[config.mk]
export PLATFORM = sky130hd
export DESIGN_NAME = counter_seq_ctrl
export DESIGN_NICKNAME = d
export VERILOG_FILES = /design/src/rtl/counter_seq_pkg.sv /design/src/rtl/counter_seq_ctrl_cnt_core.sv /design/src/rtl/counter_seq_ctrl.sv
export SDC_FILE = /design/constraint.sdc
export NUM_CORES = 1
export LEC_CHECK = 0
export CORE_MARGIN = 4
export CORE_UTILIZATION = 42
export DETAILED_ROUTE_END_ITERATION = 6
export PLACE_DENSITY_LB_ADDON = 0.05
export REMOVE_ABC_BUFFERS = 1
export SYNTH_ARGS = -nofsm -noshare
export SYNTH_HDL_FRONTEND = slang
export SYNTH_SLANG_ARGS = --single-unit
[constraint.sdc]
create_clock -name clk -period 1.6 [get_ports clk]
set_input_delay 0.48 -clock clk [delete_from_list [all_inputs] [get_ports clk]]
set_output_delay 0.48 -clock clk [all_outputs]
set_load 0.02 [all_outputs]
[src/rtl/counter_seq_pkg.sv]
// Shared types and constants for the counter sequencer.
package counter_seq_pkg;

  typedef enum logic [1:0] {
    IDLE = 2'd0,
    RUN  = 2'd1,
    DONE = 2'd2
  } state_e;

  localparam logic [3:0] RELOADS_MAX = 4'd15;

endpackage

[src/rtl/counter_seq_ctrl_cnt_core.sv]
// Count datapath: load has priority over stepping; step is +1 or -1.
module cnt_core #(
  parameter int WIDTH = 4
) (
  input  logic             clk,
  input  logic             rst,
  input  logic             en_i,
  input  logic             load_i,
  input  logic [WIDTH-1:0] load_val_i,
  input  logic             dir_i,
  output logic [WIDTH-1:0] q_o
);

  logic [WIDTH-1:0] q_q;

  always_ff @(posedge clk) begin
    if (rst) begin
      q_q <= '0;
    end else if (load_i) begin
      q_q <= load_val_i;
    end else if (en_i) begin
      q_q <= dir_i ? q_q - WIDTH'(1) : q_q + WIDTH'(1);
    end
  end

  assign q_o = q_q;

endmodule

[src/rtl/counter_seq_ctrl.sv]
// Counter sequencer FSM and control registers.
// Define COUNTER_SEQ_DIR_EN to add the dir port and down-counting.
module counter_seq_ctrl
  import counter_seq_pkg::*;
#(
  parameter int WIDTH = 4
) (
  input  logic             clk,
  input  logic             rst,
  input  logic             start,
  input  logic             pause,
  input  logic             abort,
  input  logic [WIDTH-1:0] term,
  input  logic             auto_reload,
`ifdef COUNTER_SEQ_DIR_EN
  input  logic             dir,
`endif
  output logic [WIDTH-1:0] q,
  output logic             busy,
  output logic             done,
  output logic [3:0]       reloads
);

  state_e           state_q, state_d;
  logic [WIDTH-1:0] term_q, term_d;
  logic             ar_q, ar_d;
  logic             dir_q, dir_d;
  logic [3:0]       reloads_q, reloads_d;
  logic             done_q, done_d;

  logic             dir_in;
  logic             cnt_en, cnt_ld;
  logic [WIDTH-1:0] cnt_ld_val;
  logic [WIDTH-1:0] start_val, end_val;

`ifdef COUNTER_SEQ_DIR_EN
  assign dir_in = dir;
`else
  assign dir_in = 1'b0;
`endif

  assign start_val = dir_q ? term_q : '0;
  assign end_val   = dir_q ? '0 : term_q;

  always_ff @(posedge clk) begin
    if (rst) begin
      state_q   <= IDLE;
      term_q    <= '0;
      ar_q      <= 1'b0;
      dir_q     <= 1'b0;
      reloads_q <= '0;
      done_q    <= 1'b0;
    end else begin
      state_q   <= state_d;
      term_q    <= term_d;
      ar_q      <= ar_d;
      dir_q     <= dir_d;
      reloads_q <= reloads_d;
      done_q    <= done_d;
    end
  end

  always_comb begin
    state_d    = state_q;
    term_d     = term_q;
    ar_d       = ar_q;
    dir_d      = dir_q;
    reloads_d  = reloads_q;
    done_d     = 1'b0;
    cnt_en     = 1'b0;
    cnt_ld     = 1'b0;
    cnt_ld_val = '0;
    if (abort) begin
      state_d = IDLE;
      cnt_ld  = 1'b1;
    end else begin
      unique case (state_q)
        IDLE: begin
          if (start) begin
            state_d    = RUN;
            term_d     = term;
            ar_d       = auto_reload;
            dir_d      = dir_in;
            reloads_d  = '0;
            cnt_ld     = 1'b1;
            cnt_ld_val = dir_in ? term : '0;
          end
        end
        RUN: begin
          if (!pause) begin
            if (q == end_val) begin
              done_d = 1'b1;
              if (ar_q) begin
                cnt_ld     = 1'b1;
                cnt_ld_val = start_val;
                if (reloads_q != RELOADS_MAX)
                  reloads_d = reloads_q + 4'd1;
              end else begin
                state_d = DONE;
              end
            end else begin
              cnt_en = 1'b1;
            end
          end
        end
        DONE: begin
          state_d = IDLE;
          cnt_ld  = 1'b1;
        end
        default: begin
          state_d = IDLE;
          cnt_ld  = 1'b1;
        end
      endcase
    end
  end

  cnt_core #(
    .WIDTH(WIDTH)
  ) u_cnt (
    .clk       (clk),
    .rst       (rst),
    .en_i      (cnt_en),
    .load_i    (cnt_ld),
    .load_val_i(cnt_ld_val),
    .dir_i     (dir_q),
    .q_o       (q)
  );

  assign busy    = (state_q == RUN);
  assign done    = done_q;
  assign reloads = reloads_q;

endmodule
== Yosys cells after proc, flatten, opt, wreduce, memory -nomap -nowiden ==
Index checks and enable logic that the tools add are counted.

* Bitwise gates (word level): 2
* Multiplexer cells: 24
* Equal/unequal tests: 9
* Add/sub/neg operators: 2
* Reduce and logical (&&, ||, !) cells: 8

{| class="wikitable"
|+ Operators with widths
! cell !! number
|-
| 2-to-1 mux 4 bit || 7
|-
| 2-to-1 mux 1 bit || 10
|-
| adder 4 x 1 -> 4 bit, second input constant || 2
|-
| 2-to-1 mux 2 bit || 4
|-
| one-hot mux 4 bit (2 select lines) || 1
|-
| AND reduction 7 bit || 1
|-
| inequality test 2 x 1 -> 1 bit, second input constant || 3
|-
| inequality test 2 bit, second input constant || 3
|-
| == test 4 bit || 1
|-
| inequality test 4 bit, second input constant || 1
|-
| one-hot mux 2 bit (2 select lines) || 1
|-
| AND reduction 4 bit || 1
|-
| nonzero test 2 bit || 2
|-
| OR reduction 4 bit || 1
|-
| AND reduction 3 bit || 1
|-
| == test 2 x 1 -> 1 bit, second input constant || 1
|-
| zero test 2 bit || 1
|-
| inverter 1 bit || 2
|-
| one-hot mux 1 bit (2 select lines) || 1
|-
| OR reduction 2 bit || 1
|}

* Register bits: 16
* Output and inout bits: 10

== Depth between registers and ports, before layout ==
* Depth after elaboration: 7
* Mapped depth: 6

== By module ==
A second synthesis with hierarchy kept.

* Cells, all modules: 101
* Area, all modules: 903.4 µm²

{| class="wikitable"
|+ By module, submodules not included
! module !! area each (µm²) !! times used !! cells each
|-
| counter_seq_ctrl || 600.6 || 1 || 67
|-
| cnt_core || 302.8 || 1 || 34
|}

== Worst setup path after synthesis ==
OpenSTA, ideal clock, no wires.

* Path type: register -> register
* From: register u_cnt.q_q[3], in the netlist u_cnt.q_o[3]
* To: register reloads_q[2], in the netlist reloads[2]
* Data required time: 1.516 ns
* Cell stages (with the launch flop): 6
* Setup slack: -0.233 ns
* Arrival time: 1.749 ns
* Cells stage by stage: dfxtp_1 xor2_1 nor4_4 nand2_2 or4_4 o31ai_2

* Longest elaborated chain between the ends: 3

{| class="wikitable"
|+ RTL lines
! item !! line !! text
|-
| from (decl) || counter_seq_ctrl_cnt_core.sv:14 || <nowiki>logic [WIDTH-1:0] q_q;</nowiki>
|-
| from (signal assigned) || counter_seq_ctrl_cnt_core.sv:20 || <nowiki>q_q <= load_val_i;</nowiki>
|-
| from (signal assigned) || counter_seq_ctrl_cnt_core.sv:22 || <nowiki>q_q <= dir_i ? q_q - WIDTH'(1) : q_q + WIDTH'(1);</nowiki>
|-
| == test 4 bit || counter_seq_ctrl.sv:91 || <nowiki>if (q == end_val) begin</nowiki>
|-
| inequality test 2 x 1 -> 1 bit (no source line) || n/a ||
|-
| AND reduction 7 bit (no source line) || n/a ||
|-
| to (signal assigned) || counter_seq_ctrl.sv:58 || <nowiki>reloads_q <= reloads_d;</nowiki>
|-
| to (decl) || counter_seq_ctrl.sv:28 || <nowiki>logic [3:0] reloads_q, reloads_d;</nowiki>
|}

Every way passes these cells.
A chain may end at the register's enable or synchronous reset.

== Worst setup path in the final report ==
* From: register term_q[3]
* To: register reloads_q[2], in the netlist reloads[2]

* Longest elaborated chain between the ends: 3

{| class="wikitable"
|+ RTL lines
! item !! line !! text
|-
| from (decl) || counter_seq_ctrl.sv:25 || <nowiki>logic [WIDTH-1:0] term_q, term_d;</nowiki>
|-
| from (signal assigned) || counter_seq_ctrl.sv:55 || <nowiki>term_q <= term_d;</nowiki>
|-
| == test 4 bit || counter_seq_ctrl.sv:91 ||
|-
| inequality test 2 x 1 -> 1 bit (no source line) || n/a ||
|-
| AND reduction 7 bit (no source line) || n/a ||
|}

Every way passes these cells.

==> results <==
## flip-flops by register name, summed over array words and instances, names as in the netlist
name / count
term_q: 4
done: 1
reloads: 4
u_cnt.q_o: 4
state_q: 2
ar_q: 1
## final timing paths
check | startpoint | end | cells after the start
setup / recovery | term_q[3]$_SDFFE_PP0P_ | reloads[2]$_SDFFE_PP0P_ | 5
hold / removal | term_q[3]$_SDFFE_PP0P_ | term_q[3]$_SDFFE_PP0P_ | 2
setup reg to reg | term_q[3]$_SDFFE_PP0P_ | reloads[2]$_SDFFE_PP0P_ | 5
hold reg to reg | term_q[3]$_SDFFE_PP0P_ | term_q[3]$_SDFFE_PP0P_ | 2
## cell usage after synthesis (2+ instances only)
cell type,instances,area [µm²]
a21oi_1,2,10.0
dfxtp_1,16,320
ha_1,2,25.0
inv_1,5,18.8
mux2i_1,6,60.1
nand2_1,3,11.3
nand2b_1,2,12.5
nor2_1,14,52.6
nor3b_1,2,15.0
o21ai_0,2,10.0
xnor2_1,2,17.5
xor2_1,5,43.8
## worst max-delay path: stages (launching register included)
cell	delay (ns)
dfxtp_2	0.33
xor2_1	0.18
nor4_4	0.38
nand2_2	0.09
or4_4	0.47
o31ai_2	0.18
## final cells by class
cell class / count / area (µm²)
fillers: 149 / 520
multi-input cells: 61 / 483
repair buffers: 42 / 332
flip-flops and latches: 16 / 324
clock buffers: 4 / 36.3
well taps: 25 / 31.3
inverters: 5 / 18.8
## per-stage QoR
stage | hold WS [ns] | worst slack, ns
3_3_place_gp | 0.489 | -0.387
5_1_grt | 0.553 | -0.148
4_1_cts | 0.516 | -0.0838
2_1_floorplan | 0.476 | -0.233
3_5_place_dp | 0.504 | -0.411
6_report | 0.506 | -0.0754
## cell families after synthesis
family	share of synthesized area
simple gates	0.281
flops	0.411
compound gates	0.0915
xor+xnor	0.0787
buf+inv	0.0289
mux	0.0770
fa+ha+maj	0.0321
## power groups by stage
| stage | clock [mW] | combinational [mW] | sequential (mW) |
|---|---|---|---|
| finish | 0.273 | 0.124 | 0.412 |
| global route | 0.307 | 0.134 | 0.413 |
| CTS | 0.279 | 0.119 | 0.411 |
| detailed placement | 0 | 0.120 | 0.420 |
| global placement | 0 | 0.118 | 0.420 |
| floorplan | 0 | 0.0522 | 0.421 |
## repair_timing
| action | in CTS | in global routing |
|---|---|---|
| setup buffers | 1 | 1 |
| pin swaps | 3 | 3 |
| endpoints found under the setup margin | 16 | 13 |
| resized for setup | 19 | 18 |
## metal layers
layer / GRT usage / wire length, µm / up-vias
met5: 0 / 0 / -
met1: 0.193 / 813 / 353
li1: - / - / 385
met4: 0.0807 / 40 / 0
met3: 0.0408 / 117 / 5
met2: 0.264 / 894 / 29
==> key figures <==
Run status
  – Status: complete, but fails checks
  – Violated checks: negative setup slack

Finish
  – ANT cells: 0
  – Final core utilization: 0.702
  – Layout cells sized above 1: 0.398
  – Final net count: 141
  – Most common cell after layout, fill and taps aside: buf_4
  – P&R area growth vs syn: 57.1%
  – Final instance area: 0.00122 mm²
  – Commonest non-fill, non-tap cells in the layout: 23 x buf_4, 13 x nor2_1, 13 x dfxtp_1, 8 x clkdlybuf4s50_1, 6 x mux2i_1
  – Final cell count without fillers: approximately 150

STA
  – Final period utilization: 1.05
  – Worst Slack Setup Final: -0.0754 ns
  – Minimum clock period: 1.68 ns
  – Pins over their slew limit: 0
  – Setup TNS: -0.234 ns
  – FMAX: 597 MHz
  – Worst Tran Pin Value: 0.315 ns
  – Slew Limit Headroom: 0.789
  – Final Skew: 0.00894 ns
  – Final Hold Viols: 0
  – RSZ-0062 raised after global routing: true
  – Final Setup Violations: 5

Drt
  – Iter 0 DRT Violations: 18
  – Vias/cell: 5.05
  – WL per Instance: approximately 12 µm
  – DRT Wirelength: 1870 µm
  – DR DRC count: 0
  – Final antenna-violating net count: 0
  – Drt pass-1 iters: 4
  – Via count: just under 800

Synth
  – Yosys Warn Count: 0
  – Async set-reset flop share out of synthesis: 0
  – Ys flop type: dfxtp_1
  – Post-synth EDFFs: 0
  – Syn Inst Count: 83
  – Syn_area_per_cell: 9.39 µm²
  – Synthesized area: 779 µm²
  – Yosys reg bits: 16
  – Yosys cell types: 34
  – Seq/Total Area, Yosys: 0.411

Clocking
  – Clock transition at path regs: 0.10 ns
  – Clk sink count: 16
  – Htree depth: 1
  – Worst-skew pair later-pin latency: 0.29 ns
  – Cts hold-fix bufs: 0
  – Root Buffer: clkbuf_4
  – Clock tree buffer depth: 2
  – CTS tree: done
  – Num CTS Buffers: 3

Die
  – Row count: 15
  – CORE AREA: 0.00175 mm²
  – Chip height: 51.1 µm
  – Top-level I/O count: 20
  – Die Wd: 51.1 µm
  – Initial Util: 0.447
  – Die area: 0.00261 mm²

Pwr
  – Max rail drop VDD: 0.480 mV
  – P_int: 614 µW
  – Comb power frac: 0.153
  – Lkg Pwr: between 0.5 and 0.6 nW
  – P_sw: 195 µW
  – Final Power: between 800 and 900 µW
  – Pwr dens: ~660 mW/mm²
  – Register share of total power: 0.509
  – Switching share of total power: 0.241
  – Clock network fraction of design power: 0.338

Global route
  – GR Overflow Total: 0
  – First-pass GRT wire length: 3060 µm
  – Initial antenna violation count: 0
  – Vias in the first global route: a little over 700
  – Largest net degree at the start of global routing: 10
  – Overall routing resource usage: 0.161

Critical path
  – Startpoint Class: register
  – CP Class: reg -> reg
  – Critical Path RT: between 1.5 and 2 ns
  – Setup slack, reg-to-reg: -0.08 ns
  – CP arrival: 1.90 ns
  – Crit. End Element: register
  – Worst-path maximum fanout: 4

Min path
  – Min-delay worst type: reg -> reg

Place
  – Placed Area: 0.00115 mm²
  – GPL Wtd Cong: 0.876
  – DP HPWL: 1450 µm
  – DP Cell Count: 147
  – PortBufs: 19

Job
  – Max Cap Viol: 0
No activity file was read; power rests on OpenSTA's default activity.
